File: src/rtl/serial_out_pkg.sv
// -----------------------------------------------------------------------------
// serial_out_pkg
// Shared types and constants for the serial readout stage.
//   - tx_state_e  : transmitter FSM state encoding
//   - IDLE_LEVEL  : level driven on the serial line when no frame is active
//   - TIMER_W     : bit-timer width, wide enough for CLKS_PER_BIT up to 255
//   - *_DEF       : default parameter values used by serial_out_stage
//   - level_width / index_width : widths derived from the module parameters
// Optional feature macro: SERIAL_OUT_PARITY_EN (adds the even_parity helper).
// -----------------------------------------------------------------------------
package serial_out_pkg;

  localparam logic IDLE_LEVEL       = 1'b1;

  localparam int   DATA_W_DEF       = 8;
  localparam int   CLKS_PER_BIT_DEF = 4;
  localparam int   FIFO_DEPTH_DEF   = 4;

  // CLKS_PER_BIT is limited to 1..255, so the reload value always fits 8 bits.
  localparam int   TIMER_W          = 8;
  localparam int   LEVEL_W_DEF      = $clog2(FIFO_DEPTH_DEF) + 1;

  typedef enum logic [2:0] {
    IDLE   = 3'd0,
    START  = 3'd1,
    DATA   = 3'd2,
    PARITY = 3'd3,
    STOP   = 3'd4
  } tx_state_e;

  // Occupancy counter must represent 0..depth inclusive.
  function automatic int level_width(input int depth);
    return $clog2(depth) + 1;
  endfunction

  // Bit index counts 0..data_w-1.
  function automatic int index_width(input int data_w);
    return (data_w > 1) ? $clog2(data_w) : 1;
  endfunction

`ifdef SERIAL_OUT_PARITY_EN
  // Even parity: XOR of all data bits (zero-extended upper bits do not change it).
  function automatic logic even_parity(input logic [63:0] word);
    return ^word;
  endfunction
`endif

endpackage

File: src/rtl/serial_out_stage_sync_fifo.sv
// -----------------------------------------------------------------------------
// sync_fifo
// Single-clock first-word-fall-through FIFO.
// Ports:
//   clk, rstn        : clock, async active-low reset (pointers/count cleared)
//   push, wr_data    : write request and data (ignored when full)
//   pop              : read request (ignored when empty); rd_data shows head
//   full, empty      : status decoded from the registered occupancy count
//   level            : registered occupancy, 0..FIFO_DEPTH
// FIFO_DEPTH must be a power of two (pointers wrap naturally), at least 2.
// -----------------------------------------------------------------------------
module sync_fifo
  import serial_out_pkg::*;
#(
  parameter int DATA_W     = DATA_W_DEF,
  parameter int FIFO_DEPTH = FIFO_DEPTH_DEF
) (
  input  logic                          clk,
  input  logic                          rstn,
  input  logic                          push,
  input  logic [DATA_W-1:0]             wr_data,
  input  logic                          pop,
  output logic [DATA_W-1:0]             rd_data,
  output logic                          full,
  output logic                          empty,
  output logic [$clog2(FIFO_DEPTH):0]   level
);

  localparam int PTR_W = $clog2(FIFO_DEPTH);
  localparam int LVL_W = PTR_W + 1;

  logic [DATA_W-1:0] mem_r [FIFO_DEPTH];
  logic [PTR_W-1:0]  wr_ptr_r;
  logic [PTR_W-1:0]  rd_ptr_r;
  logic [LVL_W-1:0]  count_r;
  logic              push_ok_s;
  logic              pop_ok_s;
  logic              full_s;
  logic              empty_s;

  assign full_s    = (count_r == LVL_W'(FIFO_DEPTH));
  assign empty_s   = (count_r == {LVL_W{1'b0}});
  assign push_ok_s = push && !full_s;
  assign pop_ok_s  = pop && !empty_s;

  assign full    = full_s;
  assign empty   = empty_s;
  assign level   = count_r;
  assign rd_data = mem_r[rd_ptr_r];

  // Storage array; contents need no reset because count_r gates visibility.
  always_ff @(posedge clk) begin
    if (push_ok_s) begin
      mem_r[wr_ptr_r] <= wr_data;
    end
  end

  // Pointers and occupancy; a simultaneous push and pop leaves the count alone.
  always_ff @(posedge clk or negedge rstn) begin
    if (!rstn) begin
      wr_ptr_r <= {PTR_W{1'b0}};
      rd_ptr_r <= {PTR_W{1'b0}};
      count_r  <= {LVL_W{1'b0}};
    end else begin
      if (push_ok_s) begin
        wr_ptr_r <= wr_ptr_r + PTR_W'(1);
      end
      if (pop_ok_s) begin
        rd_ptr_r <= rd_ptr_r + PTR_W'(1);
      end
      case ({push_ok_s, pop_ok_s})
        2'b10:   count_r <= count_r + LVL_W'(1);
        2'b01:   count_r <= count_r - LVL_W'(1);
        default: count_r <= count_r;
      endcase
    end
  end

endmodule

File: src/rtl/serial_out_stage.sv
// -----------------------------------------------------------------------------
// serial_out_stage
// Buffers parallel words in a small FIFO and shifts them out on one wire as
// UART-style frames: start (0), DATA_W bits LSB first, optional even parity,
// stop (1). Back-to-back words are sent with no idle gap between frames.
// Ports:
//   clk        : system clock, rising edge
//   rstn       : async active-low reset, released synchronously inside
//   in_data    : word to enqueue
//   in_valid   : in_data valid; accepted when in_ready is high
//   in_ready   : FIFO not full
//   tx         : registered serial line, idles high
//   busy       : registered, high while a frame is in progress
//   fifo_level : FIFO occupancy
// Optional feature macro: SERIAL_OUT_PARITY_EN inserts a PARITY bit after DATA.
// -----------------------------------------------------------------------------
module serial_out_stage
  import serial_out_pkg::*;
#(
  parameter int DATA_W       = DATA_W_DEF,
  parameter int CLKS_PER_BIT = CLKS_PER_BIT_DEF,
  parameter int FIFO_DEPTH   = FIFO_DEPTH_DEF
) (
  input  logic                        clk,
  input  logic                        rstn,
  input  logic [DATA_W-1:0]           in_data,
  input  logic                        in_valid,
  output logic                        in_ready,
  output logic                        tx,
  output logic                        busy,
  output logic [$clog2(FIFO_DEPTH):0] fifo_level
);

  localparam int                 IDX_W      = index_width(DATA_W);
  localparam logic [TIMER_W-1:0] BIT_RELOAD = TIMER_W'(CLKS_PER_BIT - 1);
  localparam logic [IDX_W-1:0]   LAST_IDX   = IDX_W'(DATA_W - 1);

  // Reset: asserts with rstn, deasserts two clk edges after rstn rises.
  logic [1:0]         rst_sync_r;
  logic               rst_n_s;

  logic               push_s;
  logic               pop_s;
  logic               full_s;
  logic               empty_s;
  logic [DATA_W-1:0]  rd_data_s;

  tx_state_e          state_r;
  tx_state_e          state_nxt_s;
  logic [TIMER_W-1:0] timer_r;
  logic [TIMER_W-1:0] timer_nxt_s;
  logic [IDX_W-1:0]   idx_r;
  logic [IDX_W-1:0]   idx_nxt_s;
  logic [DATA_W-1:0]  shift_r;
  logic [DATA_W-1:0]  shift_nxt_s;
  logic               tx_r;
  logic               tx_nxt_s;
  logic               busy_r;
  logic               busy_nxt_s;
  logic               timer_done_s;
`ifdef SERIAL_OUT_PARITY_EN
  logic               parity_r;
  logic               parity_nxt_s;
`endif

  // Reset synchronizer for the release edge.
  always_ff @(posedge clk or negedge rstn) begin
    if (!rstn) begin
      rst_sync_r <= 2'b00;
    end else begin
      rst_sync_r <= {rst_sync_r[0], 1'b1};
    end
  end

  assign rst_n_s = rst_sync_r[1];

  assign push_s   = in_valid && !full_s;
  assign in_ready = !full_s;

  sync_fifo #(
    .DATA_W     (DATA_W),
    .FIFO_DEPTH (FIFO_DEPTH)
  ) u_fifo (
    .clk     (clk),
    .rstn    (rst_n_s),
    .push    (push_s),
    .wr_data (in_data),
    .pop     (pop_s),
    .rd_data (rd_data_s),
    .full    (full_s),
    .empty   (empty_s),
    .level   (fifo_level)
  );

  assign timer_done_s = (timer_r == {TIMER_W{1'b0}});

  // Next-state, next-output and FIFO pop decode for the transmitter.
  // tx_nxt_s is the line level for the state being entered, so tx stays registered.
  always_comb begin
    state_nxt_s = state_r;
    timer_nxt_s = timer_r;
    idx_nxt_s   = idx_r;
    shift_nxt_s = shift_r;
    tx_nxt_s    = tx_r;
    pop_s       = 1'b0;
`ifdef SERIAL_OUT_PARITY_EN
    parity_nxt_s = parity_r;
`endif
    case (state_r)
      IDLE: begin
        if (!empty_s) begin
          pop_s       = 1'b1;
          shift_nxt_s = rd_data_s;
          timer_nxt_s = BIT_RELOAD;
          idx_nxt_s   = {IDX_W{1'b0}};
          state_nxt_s = START;
          tx_nxt_s    = 1'b0;
`ifdef SERIAL_OUT_PARITY_EN
          parity_nxt_s = even_parity(64'(rd_data_s));
`endif
        end else begin
          state_nxt_s = IDLE;
          tx_nxt_s    = IDLE_LEVEL;
        end
      end
      START: begin
        if (timer_done_s) begin
          timer_nxt_s = BIT_RELOAD;
          idx_nxt_s   = {IDX_W{1'b0}};
          state_nxt_s = DATA;
          tx_nxt_s    = shift_r[0];
        end else begin
          timer_nxt_s = timer_r - TIMER_W'(1);
          tx_nxt_s    = 1'b0;
        end
      end
      DATA: begin
        if (timer_done_s) begin
          timer_nxt_s = BIT_RELOAD;
          shift_nxt_s = shift_r >> 1'b1;
          if (idx_r == LAST_IDX) begin
            idx_nxt_s = {IDX_W{1'b0}};
`ifdef SERIAL_OUT_PARITY_EN
            state_nxt_s = PARITY;
            tx_nxt_s    = parity_r;
`else
            state_nxt_s = STOP;
            tx_nxt_s    = IDLE_LEVEL;
`endif
          end else begin
            idx_nxt_s = idx_r + IDX_W'(1);
            // Next bit is the one that lands in bit 0 after this shift.
            tx_nxt_s  = shift_r[1];
          end
        end else begin
          timer_nxt_s = timer_r - TIMER_W'(1);
          tx_nxt_s    = shift_r[0];
        end
      end
`ifdef SERIAL_OUT_PARITY_EN
      PARITY: begin
        if (timer_done_s) begin
          timer_nxt_s = BIT_RELOAD;
          state_nxt_s = STOP;
          tx_nxt_s    = IDLE_LEVEL;
        end else begin
          timer_nxt_s = timer_r - TIMER_W'(1);
          tx_nxt_s    = parity_r;
        end
      end
`endif
      STOP: begin
        if (timer_done_s) begin
          if (!empty_s) begin
            // Chain straight into the next frame with no idle gap.
            pop_s       = 1'b1;
            shift_nxt_s = rd_data_s;
            timer_nxt_s = BIT_RELOAD;
            idx_nxt_s   = {IDX_W{1'b0}};
            state_nxt_s = START;
            tx_nxt_s    = 1'b0;
`ifdef SERIAL_OUT_PARITY_EN
            parity_nxt_s = even_parity(64'(rd_data_s));
`endif
          end else begin
            state_nxt_s = IDLE;
            tx_nxt_s    = IDLE_LEVEL;
          end
        end else begin
          timer_nxt_s = timer_r - TIMER_W'(1);
          tx_nxt_s    = IDLE_LEVEL;
        end
      end
      default: begin
        state_nxt_s = IDLE;
        timer_nxt_s = {TIMER_W{1'b0}};
        idx_nxt_s   = {IDX_W{1'b0}};
        shift_nxt_s = {DATA_W{1'b0}};
        tx_nxt_s    = IDLE_LEVEL;
      end
    endcase
    busy_nxt_s = (state_nxt_s != IDLE);
  end

  // Transmitter state, shift register and registered line outputs.
  always_ff @(posedge clk or negedge rst_n_s) begin
    if (!rst_n_s) begin
      state_r <= IDLE;
      timer_r <= {TIMER_W{1'b0}};
      idx_r   <= {IDX_W{1'b0}};
      shift_r <= {DATA_W{1'b0}};
      tx_r    <= IDLE_LEVEL;
      busy_r  <= 1'b0;
`ifdef SERIAL_OUT_PARITY_EN
      parity_r <= 1'b0;
`endif
    end else begin
      state_r <= state_nxt_s;
      timer_r <= timer_nxt_s;
      idx_r   <= idx_nxt_s;
      shift_r <= shift_nxt_s;
      tx_r    <= tx_nxt_s;
      busy_r  <= busy_nxt_s;
`ifdef SERIAL_OUT_PARITY_EN
      parity_r <= parity_nxt_s;
`endif
    end
  end

  assign tx   = tx_r;
  assign busy = busy_r;

endmodule
File: config.mk
export PLATFORM = sky130hd
export DESIGN_NAME = serial_out_stage
export DESIGN_NICKNAME = d
export VERILOG_FILES = /design/src/rtl/serial_out_pkg.sv /design/src/rtl/serial_out_stage_sync_fifo.sv /design/src/rtl/serial_out_stage.sv
export SDC_FILE = /design/constraint.sdc
export NUM_CORES = 1
export LEC_CHECK = 0
export CORE_MARGIN = 4
export CORE_UTILIZATION = 55
export DETAILED_ROUTE_END_ITERATION = 10
export DONT_BUFFER_PORTS = 1
export PLACE_DENSITY = 0.79
export SYNTH_ARGS = -nofsm -noshare
export SYNTH_HDL_FRONTEND = slang
export SYNTH_HIERARCHICAL = 1
export SYNTH_SLANG_ARGS = --single-unit
File: constraint.sdc
create_clock -name clk -period 1.32 [get_ports clk]
set_clock_uncertainty 0.15 [all_clocks]
set_input_delay 0.132 -clock clk [delete_from_list [all_inputs] [get_ports clk]]
set_output_delay 0.132 -clock clk [all_outputs]
set_load 0.03 [all_outputs]
==> Flow_metrics.wiki <==
{| class="wikitable"
! Metric !! Value
|-
| Result of the run || finished, violations left
|-
| Violated checks || setup timing
|-
| Share of post-route cells with drive strength above 1 || between 40% and 50%
|-
| Critical Path Fanout Max || 2
|-
| Startpoint of the most critical setup path || timer_r[0]
|-
| Total nets after synthesis || between 200 and 250
|-
| Reg-to-Reg Start || timer_r[0]
|-
| Power density relative to cell area || between 2000 and 2500 nW/µm²
|-
| Highest attainable clock frequency || 0.4098 GHz
|-
| Count of inserted antenna diode cells || 0
|-
| Post-route ant nets || 0
|-
| Initial Utilization || 56.40%
|-
| Element type at the critical path end || flop
|-
| Number of primary I/O pins || 17
|-
| Post-placement cell count || ~340
|-
| Instance area after placement || 3649 µm²
|-
| Max-capacitance violation count || 0
|-
| Total Routed Length || ~7.2 mm
|-
| Vias in the first global route || roughly 2,300
|-
| DRC violation count after routing || 0
|-
| Max Slew Vio Count || 0
|-
| Maximum number of pins on one net before global-route repair || 18
|-
| Cell area after layout || between 4000 and 5000 µm²
|-
| Series of cell instances along the critical path || inv_2, ha_4, nor4b_4, a21oi_2, nor2_2, o31a_2, ha_4, inv_2, fa_2, xor2_1, nor2_1, xor2_1
|-
| Number of core rows || 27
|-
| Setup slack of the critical path after layout || -1.120 ns
|-
| First-pass GRT wire length || approximately 12 mm
|-
| Total vias in the final route || approximately 2,200
|-
| Fraction of synthesis flops using an asynchronous set or reset pin || around half
|-
| Height of the die || approximately 83 µm
|-
| Die Span X || approximately 83 µm
|-
| Period minus WS final || about 2.4 ns
|-
| Clock tree from TritonCTS || yes
|-
| Crit path kind || flop to flop
|-
| Core region area || 5507 µm²
|-
| Top library cells by usage in the layout, fill and taps aside || sky130_fd_sc_hd__buf_4, sky130_fd_sc_hd__edfxtp_1, sky130_fd_sc_hd__dfrtp_1, sky130_fd_sc_hd__buf_6
|-
| Data arrival, critical path || between 2 and 3 ns
|-
| Synth warnings || 6
|-
| Most frequent standard cell in the layout excluding fill and tap cells || sky130_fd_sc_hd__buf_4
|-
| Max clock buf depth || 2
|-
| Share of the clock period used by the worst path || 184.9%
|-
| Post-route insts no fill || about 380
|-
| IO buf count || 0
|-
| Count of flip-flops with a built-in enable after synthesis || 32
|-
| Predominant post-synthesis flop cell || sky130_fd_sc_hd__edfxtp_1
|-
| Element type at the critical path start || flop
|-
| Setup violation total in the final timing report || between 60 and 70
|-
| Die area || about 6900 µm²
|-
| Synth-to-Final Area Change || 37.87%
|-
| Final Hold Violating Endpoints || 0
|-
| Clock Sinks || 65
|-
| Antenna violations before repair || 0
|-
| Leakage power of the design || 1.779 nW
|-
| H-tree levels || 3
|-
| CP max-delay cell || sky130_fd_sc_hd__dfrtp_1
|-
| Routed WL per cell || around 19 µm
|-
| DR pass1 iterations || 4
|-
| CP Data Required Time || between 1 and 1.5 ns
|-
| Nets@finish || 324
|-
| Clock root buffer master || sky130_fd_sc_hd__clkbuf_8
|-
| Setup repair after global routing missed its margin || yes
|-
| Global-route usage over all layers || between 20% and 30%
|-
| Area of the mapped netlist || a little over 3000 µm²
|-
| Part of the Yosys area used for sequential elements || 57.57%
|-
| Average size of a mapped cell || 13.74 µm²
|-
| Remaining global-route overflow || 0
|-
| Worst-Skew Late Latency || roughly 0.34 ns
|-
| Routed vias/inst || between 5 and 6
|-
| Biggest cell delay along the critical path || 0.40 ns
|-
| Starting DRT DRC Count || 134
|-
| Minimum setup slack after placement || -1.125 ns
|-
| Largest voltage drop on the vdd net || 0.001495 V
|-
| Worst min path class || flop to async pin
|-
| Hold Slack || slightly above 0.08 ns
|-
| Gp weighted congestion || about 0.90
|-
| Post-Syn Instances || about 230
|-
| TritonCTS Buffers || 9
|-
| Placed wire-length estimate || 4.651 mm
|-
| Register bit total from synthesis || 65
|-
| Distinct cell type count after synthesis || 54
|-
| Clock-pin slew reported for the worst setup and hold paths after clock tree synthesis || ~0.08 ns
|}
[synthesized netlist by cell type (2+ instances only)]
cell type                   count  area share [%]
sky130_fd_sc_hd__o22ai_1        5             1.0
sky130_fd_sc_hd__nand2_1        9             1.1
sky130_fd_sc_hd__nor3b_1        4            0.97
sky130_fd_sc_hd__a21oi_1        7             1.1
sky130_fd_sc_hd__o21ai_0        4            0.64
sky130_fd_sc_hd__a22o_1         9             2.5
sky130_fd_sc_hd__and3_2         4            0.97
sky130_fd_sc_hd__edfxtp_1      32              31
sky130_fd_sc_hd__nand2b_1       3            0.60
sky130_fd_sc_hd__xnor2_1        4             1.1
sky130_fd_sc_hd__or3_1          3            0.60
sky130_fd_sc_hd__nor2_1         6            0.73
sky130_fd_sc_hd__o21ai_1        2            0.32
sky130_fd_sc_hd__clkbuf_1       4            0.48
sky130_fd_sc_hd__a31oi_1        4            0.81
sky130_fd_sc_hd__buf_2          3            0.48
sky130_fd_sc_hd__nor2b_1        3            0.60
sky130_fd_sc_hd__nor3_1         7             1.1
sky130_fd_sc_hd__xor2_1         3            0.85
sky130_fd_sc_hd__mux2_4         8             3.9
sky130_fd_sc_hd__nand3_1        4            0.64
sky130_fd_sc_hd__ha_1           8             3.2
sky130_fd_sc_hd__dfrtp_1       32              26
sky130_fd_sc_hd__mux2i_1        3            0.97
sky130_fd_sc_hd__mux4_2         8             5.8
sky130_fd_sc_hd__o2bb2ai_1      4             1.1
sky130_fd_sc_hd__inv_1         16             1.9
[layer usage]
| metal | part of all wire [%] | track usage (%) |
|---|---|---|
| met5 | 0 | 0 |
| met4 | 1.8 | 8.024 |
| met3 | 4.3 | 5.456 |
| met2 | 53 | 37.10 |
| met1 | 41 | 26.91 |
[state kept, by name, indices dropped and copies added, names as in the netlist]
signal,count
shift_r,8
rst_sync_r,2
tx,1
busy,1
timer_r,8
u_fifo/mem_r,32
u_fifo/wr_ptr_r,2
u_fifo/rd_ptr_r,2
u_fifo/level,3
state_r,3
idx_r,3
[worst max-delay path: cells and delay by family (launching register included)]
kind                       cells  cell delay [ns]
adders and majority gates      3             0.60
buffers and inverters          2             0.12
DFF                            1             0.40
AOI/OAI and AO/OA              2             0.31
and+or+nand+nor                3             0.50
xor gates and xnor gates       2             0.29
[layout make-up]
class	count	area [µm²]
Timing Repair Buffer	76	668.1
Clock inverter	7	77.57
Tap cell	72	90.09
Clock buffer	9	123.9
Multi-Input combinational cell	136	1463
Sequential cell	65	1792
Fill cell	336	1225
Inverter	16	67.56
[worst paths after layout]
path                                       to  slack [ns]  cells after the start
setup / recovery              u_fifo/level[2]       -1.12                     12
setup reg to reg              u_fifo/level[2]       -1.12                     12
hold / removal                     state_r[2]        0.08                      1
min in group clk           u_fifo/wr_ptr_r[1]        0.20                      4
hold reg to reg                    state_r[2]        0.08                      1
max in group asynchronous     u_fifo/level[1]        0.24                      1
[cell families after synthesis]
kind of cell             after synthesis  synth area share (%)
AO/OA/AOI/OAI                         45                 11.08
XOR/XNOR                               7                 1.974
multiplexers                          20                 11.00
other                                  1                0.1208
flip-flops                            65                 57.57
adder cells (fa/ha/maj)               10                 4.190
AND/OR/NAND/NOR                       53                 10.68
buffers and inverters                 25                 3.384
[metrics by stage]
step           utilization (%)  total power [mW]  TNS, ns
2_1_floorplan                -             5.530   -32.65
3_3_place_gp             66.26             6.752   -34.20
3_5_place_dp             66.26             6.905   -36.63
4_1_cts                  75.57             9.096   -34.65
5_1_grt                  77.76             10.03   -38.85
6_report                 77.76             9.517   -35.68
[power breakdown]
group	total (mW)	internal, mW	leakage (nW)	switching [mW]
sequential	3.13	2.73	0.703	0.400
clock	1.75	0.888	0.0954	0.860
combinational	4.64	2.44	0.980	2.20
total	9.52	6.06	1.78	3.46
[repair_timing]
item	in CTS	in global routing
buffers inserted	9	9
hold buffers	11	0
pin swaps	18	13
gates cloned	0	0
gates resized for setup	37	18
endpoints found under the hold margin	39	0
endpoints found under the setup margin	64	65
Note: power is estimated with default switching activity, not from simulation.
